`src/rtl/pe_tx_pkg.sv`:
```
// Shared types and constants for the pe_drive_tx initiator and its input FIFO.
package pe_tx_pkg;

  typedef enum logic [1:0] {
    IDLE      = 2'd0,
    DRIVE     = 2'd1,
    WAIT_FREE = 2'd2
  } tx_state_e;

  localparam int DATA_W_DEF     = 64;
  localparam int CNT_W          = 16;
  localparam int FIFO_DEPTH_DEF = 4;

  // Index width for a power-of-two FIFO; never narrower than one bit.
  function automatic int ptr_w(input int depth);
    return (depth > 1) ? $clog2(depth) : 1;
  endfunction

  localparam int PTR_W = ptr_w(FIFO_DEPTH_DEF);

endpackage

```
`src/rtl/pe_tx_fifo.sv`:
```
// Synchronous FIFO with registered pointers; full/empty decode straight from the pointers.
module pe_tx_fifo
  import pe_tx_pkg::*;
#(
  parameter int DATA_W = DATA_W_DEF,
  parameter int DEPTH  = FIFO_DEPTH_DEF
) (
  input  logic              clk,
  input  logic              rst,
  input  logic              push,
  input  logic              pop,
  input  logic [DATA_W-1:0] wdata,
  output logic [DATA_W-1:0] rdata,
  output logic              full,
  output logic              empty
);

  localparam int AW = ptr_w(DEPTH);

  logic [DATA_W-1:0] mem [DEPTH];
  logic [AW:0]       wr_ptr;
  logic [AW:0]       rd_ptr;
  logic              do_push;
  logic              do_pop;

  assign do_push = push & ~full;
  assign do_pop  = pop & ~empty;

  // NOTE: the storage array has no reset; only the pointers define validity, so flushing is free.
  always_ff @(posedge clk) begin
    if (do_push) mem[wr_ptr[AW-1:0]] <= wdata;
  end

  always_ff @(posedge clk) begin
    if (rst) begin
      wr_ptr <= '0;
      rd_ptr <= '0;
    end else begin
      if (do_push) wr_ptr <= wr_ptr + (AW+1)'(1);
      if (do_pop)  rd_ptr <= rd_ptr + (AW+1)'(1);
    end
  end

  assign empty = (wr_ptr == rd_ptr);
  assign full  = (wr_ptr[AW] != rd_ptr[AW]) && (wr_ptr[AW-1:0] == rd_ptr[AW-1:0]);
  assign rdata = mem[rd_ptr[AW-1:0]];

endmodule

```
`src/rtl/pe_drive_tx.sv`:
```
// Drive/free channel initiator: buffers words and issues one o_drive pulse per free handshake.
// Optional wait timeout is built only when PE_DRIVE_TX_TIMEOUT_EN is defined.
module pe_drive_tx
  import pe_tx_pkg::*;
#(
  parameter int DATA_W      = DATA_W_DEF,
  parameter int FIFO_DEPTH  = FIFO_DEPTH_DEF,
  parameter int DRIVE_W     = 2,
  parameter int SYNC_STAGES = 2,
  parameter int TIMEOUT     = 1024
) (
  input  logic              clk,
  input  logic              rst,
  input  logic              s_valid,
  input  logic [DATA_W-1:0] s_data,
  output logic              s_ready,
  output logic              o_drive,
  output logic [DATA_W-1:0] o_data,
  input  logic              i_free,
  output logic              busy,
  output logic [CNT_W-1:0]  sent_cnt,
  output logic              err_timeout
);

  localparam int PW_W = $clog2(DRIVE_W + 1);

  tx_state_e         state_q, state_d;
  logic [SYNC_STAGES-1:0] sync_q;
  logic              free_s, free_prev, free_rise;
  logic [DATA_W-1:0] fifo_rdata, data_q;
  logic              fifo_full, fifo_empty;
  logic              pop, complete, timeout;
  logic [PW_W-1:0]   pulse_cnt;
  logic              drive_q, done_l;
  logic [CNT_W-1:0]  sent_q;

  pe_tx_fifo #(
    .DATA_W (DATA_W),
    .DEPTH  (FIFO_DEPTH)
  ) u_fifo (
    .clk   (clk),
    .rst   (rst),
    .push  (s_valid & s_ready),
    .pop   (pop),
    .wdata (s_data),
    .rdata (fifo_rdata),
    .full  (fifo_full),
    .empty (fifo_empty)
  );

  assign free_s    = sync_q[SYNC_STAGES-1];
  assign free_rise = free_s & ~free_prev;

  // NOTE: every output of this block gets a default first, so no branch can infer a latch.
  always_comb begin
    state_d  = state_q;
    pop      = 1'b0;
    complete = 1'b0;
    case (state_q)
      IDLE: begin
        if (!fifo_empty && free_s) begin
          pop     = 1'b1;
          state_d = DRIVE;
        end
      end
      DRIVE: begin
        if (timeout)                      state_d = IDLE;
        else if (pulse_cnt == PW_W'(1))   state_d = WAIT_FREE;
      end
      WAIT_FREE: begin
        if (free_rise || done_l) begin
          complete = 1'b1;
          state_d  = IDLE;
        end else if (timeout) begin
          state_d  = IDLE;
        end
      end
      default: state_d = IDLE;
    endcase
  end

  // NOTE: non-blocking assignments here, so each flop samples the values from before the edge.
  always_ff @(posedge clk) begin
    if (rst) begin
      state_q   <= IDLE;
      sync_q    <= '1;
      free_prev <= 1'b1;
      data_q    <= '0;
      drive_q   <= 1'b0;
      pulse_cnt <= '0;
      done_l    <= 1'b0;
      sent_q    <= '0;
    end else begin
      state_q   <= state_d;
      sync_q    <= {sync_q[SYNC_STAGES-2:0], i_free};
      free_prev <= free_s;
      if (pop) begin
        data_q    <= fifo_rdata;
        drive_q   <= 1'b1;
        pulse_cnt <= PW_W'(DRIVE_W);
      end else if (state_q == DRIVE) begin
        pulse_cnt <= pulse_cnt - PW_W'(1);
        if (state_d != DRIVE) drive_q <= 1'b0;
      end
      // A free edge that lands inside the pulse is remembered for the wait phase.
      if (state_d == IDLE)                      done_l <= 1'b0;
      else if (state_q == DRIVE && free_rise)   done_l <= 1'b1;
      if (complete) sent_q <= sent_q + CNT_W'(1);
    end
  end

`ifdef PE_DRIVE_TX_TIMEOUT_EN
  localparam int TO_W = $clog2(TIMEOUT + 1);

  logic [TO_W-1:0] to_cnt;
  logic            err_q;

  always_ff @(posedge clk) begin
    if (rst) begin
      to_cnt <= '0;
      err_q  <= 1'b0;
    end else begin
      if (pop)                   to_cnt <= '0;
      else if (state_q != IDLE)  to_cnt <= to_cnt + TO_W'(1);
      if (timeout && !complete)  err_q  <= 1'b1;
    end
  end

  assign timeout     = (state_q != IDLE) && (to_cnt == TO_W'(TIMEOUT - 1));
  assign err_timeout = err_q;
`else
  assign timeout     = 1'b0;
  assign err_timeout = 1'b0;
`endif

  assign s_ready  = ~fifo_full;
  assign o_drive  = drive_q;
  assign o_data   = data_q;
  assign busy     = (state_q != IDLE);
  assign sent_cnt = sent_q;

endmodule

```
`config.mk`:
```
export PLATFORM = sky130hd
export DESIGN_NAME = pe_drive_tx
export DESIGN_NICKNAME = d
export VERILOG_FILES = /design/src/rtl/pe_tx_pkg.sv /design/src/rtl/pe_tx_fifo.sv /design/src/rtl/pe_drive_tx.sv
export SDC_FILE = /design/constraint.sdc
export NUM_CORES = 1
export LEC_CHECK = 0
export ABC_AREA = 0
export CAP_MARGIN = 20
export CORE_MARGIN = 2
export CORE_UTILIZATION = 40
export DETAILED_ROUTE_END_ITERATION = 8
export MAX_ROUTING_LAYER = met4
export PLACE_DENSITY_LB_ADDON = 0.2
export SLEW_MARGIN = 20
export SYNTH_ARGS = -nofsm -noshare
export SYNTH_HDL_FRONTEND = slang
export SYNTH_SLANG_ARGS = --single-unit
```
`constraint.sdc`:
```
create_clock -name clk -period 4.7 [get_ports clk]
set_input_delay 0.94 -clock clk [delete_from_list [all_inputs] [get_ports clk]]
set_output_delay 0.94 -clock clk [all_outputs]
set_load 0.02 [all_outputs]
```
==> flow_summary.ini <==
[outcome]
status = finished clean

[grt]
grt_overflow = 0
antenna_found_initial = 2
track_usage = 0.154
grt_pass1_vias = 6809
grt_pass1_wl_um = 38600
grt_max_degree = 96

[pwr]
p_leak_nw = 5.34
p_total_mw = 9.43
ir_worst_vdd_v = 0.000316
power.density_nw_per_um2 = 588

[cts]
post_cts_buffers = 0
clk_path_buf_depth = 3
clockRootBuffer = clkbuf_16
path_clk_slew_ns = 0.06
cts_resized = 0
htree_levels = 2
cts_made_buffers = 37
cts.sinks = 351
clkLatencyLatePin_ns = 0.51
cts_tree = done
hold_buffers = 0

[route]
via_count = 6493
firstDrtPassIters = 4
post_drt_wl_per_cell_um = 19.2
drc_errors = 0
antenna_left = 0
drt_iter0_markers = 386
finalWirelength_um = 24800
viasPerCell = 5.03

[worst_hold_path]
hold_depth = 1
hp-class = flop to flop
min-delay-start = sync_q[0]
timing.hold.worst_endpoint = sync_q[1]

[logic_synthesis]
syn_avg_cell_area_um2 = 18.3
syn-num-nets = 780
syn_area_um2 = 12900
synth_warnings = 0
synth_edf_count = 256
syn_inst = 705
yosysSeqAreaShare = 0.742
async_flop_share = 0
ys_types = 42
ys_ff_latch = 351
ys.flop_type = edfxtp_1

[critical_path]
ff2ff_setup_slack_ns = 1.80
rr_startpoint = u_fifo.rd_ptr[0]
cp-end-kind = output pin
max_stage_delay_ns = 0.80
critPathLaunchType = flop
startpoint = u_fifo.rd_ptr[0]
cp_top_family = flip-flops
cp_num_buf_inv = 1
crit_path_top_delay_cell = dfxtp_4
worstPathCellList = xor2_1 > or3_1 > clkdlybuf4s50_1
r2r_cells = 5
worstSetupPathType = flop to output pin
r2r_end = o_data[37]
cp_max_fo = 33
critPathRequiredTime_ns = 3.76
worstPathArrival_ns = 2.46

[floorplan]
dieArea_um2 = 33800
dieHeight_um = 184
pin_count = 152
die_w_um = 184
start_util = 0.407
std_cell_rows = 65
fp.coreArea_um2 = 31700

[timing]
holdWs_ns = 0.411
grt_setup_unrepaired = false
fin_worst_skew_ns = 0.00914
maxSlewHeadroom = 0.273
fin_crit_sh = 0.722
period_needed_ns = 3.40
maxSlewViolCount = 0
tightest_slew_ns = 1.09
finalHoldViolCount = 0
finalSetupTns_ns = 0
setup_viol = 0
fin_ws_ns = 1.30
fmax_ghz = 0.295

[cells_and_area]
area_growth_pct = 24.1
finalNetCount = 933
post-route-util = 0.506
finalInstanceArea_um2 = 16000
fillers = 2683
drive_above_1_share = 0.160
stdcell_count = 1291

[placement]
portBuffers = 150
place.gp.congestion = 0.683
place_area_um2 = 14800
dp.cells = 1221
hpwlAfterDp_um = 14200
place_ws_ns = 1.60

[run]
maxCapViolCount = 0
## cell usage after synthesis, drive strengths merged, types with 4 or more instances
cell type  instances  share of area
edfxtp           256           0.59
dfxtp             95           0.15
nor2              81          0.024
mux2i             67          0.052
mux4              64           0.11
buf               20         0.0099
clkbuf            19         0.0056
a21oi             15         0.0058
xor2               9         0.0061
ha                 7         0.0068
inv                7         0.0020
o21ai              7         0.0027
nand2              6         0.0017
o31ai              5         0.0029
or3                5         0.0024
or4                5         0.0029
and2               4         0.0019
o211ai             4         0.0023
or2                4         0.0019
xnor2              4         0.0027
## cell type report
type	instances	area, µm²	area share
Clock inverter	21	231	0.0144
Inverter	7	26.3	0.00164
Sequential cell	351	9600	0.598
Clock buffer	47	1030	0.0640
Antenna cell	2	5.00	0.000312
Multi-Input combinational cell	308	3130	0.195
Tap cell	402	503	0.0314
Timing Repair Buffer	153	1520	0.0949
## how the worst max path moves through the flow
| stage | endpoint | cells past startpoint | slack (ns) |
|---|---|---|---|
| 2_1_floorplan | u_fifo.mem[1][0] | 2 | 1.52 |
| 3_3_place_gp | u_fifo.mem[2][61] | 3 | 1.62 |
| 3_5_place_dp | u_fifo.mem[3][59] | 3 | 1.60 |
| 4_1_cts | s_ready | 3 | 1.23 |
| 5_1_grt | s_ready | 3 | 1.13 |
| 6_report | s_ready | 3 | 1.30 |
## cells by family (layout without fill, tap and decap cells)
logic type | after synthesis | in the layout | synth area share
flops | 351 | 351 | 0.742
fa+ha+maj | 7 | 7 | 0.00678
other cells | 1 | 3 | 0.000290
mux | 131 | 131 | 0.163
buf+inv | 46 | 228 | 0.0175
simple gates | 119 | 119 | 0.0432
compound gates | 37 | 37 | 0.0180
xor+xnor | 13 | 13 | 0.00881
## power by group
group	switching [mW]	total, mW	internal [mW]
logic	1.23	2.52	1.28
registers	0.239	3.95	3.71
clock network	1.14	2.97	1.82
total	2.62	9.43	6.81
## registers in the layout (all words and copies together), names as in the netlist
| signal | cells |
|---|---|
| u_fifo.rd_ptr | 3 |
| u_fifo.wr_ptr | 3 |
| sync_q | 2 |
| sent_cnt | 16 |
| pulse_cnt | 2 |
| state_q | 2 |
| o_drive | 1 |
| o_data | 64 |
| free_prev | 1 |
| done_l | 1 |
| u_fifo.mem | 256 |
## placed cells by master (no fill, tap or decap), types with 5 or more instances in the layout
cell type	synthesis	final
dfxtp_1	95	93
a21oi_1	15	15
clkinv_2	0	10
clkdlybuf4s50_1	0	149
xor2_1	9	9
or4_1	5	5
mux2i_1	67	67
bufinv_16	0	5
edfxtp_1	256	256
nand2_1	6	6
or3_1	5	5
clkbuf_1	18	6
nor2_1	81	81
o21ai_0	5	5
mux4_2	64	64
inv_1	7	7
ha_1	7	7
o31ai_1	5	5
clkbuf_16	0	39
## per-layer routing
layer	track usage	up-vias	wire length (µm)
met4	0.0419	0	457
met1	0.204	3282	11400
li1	-	3033	-
met3	0.0317	44	1040
met5	-	-	0
met2	0.244	134	11800
Note: power is estimated with default switching activity, not from simulation.
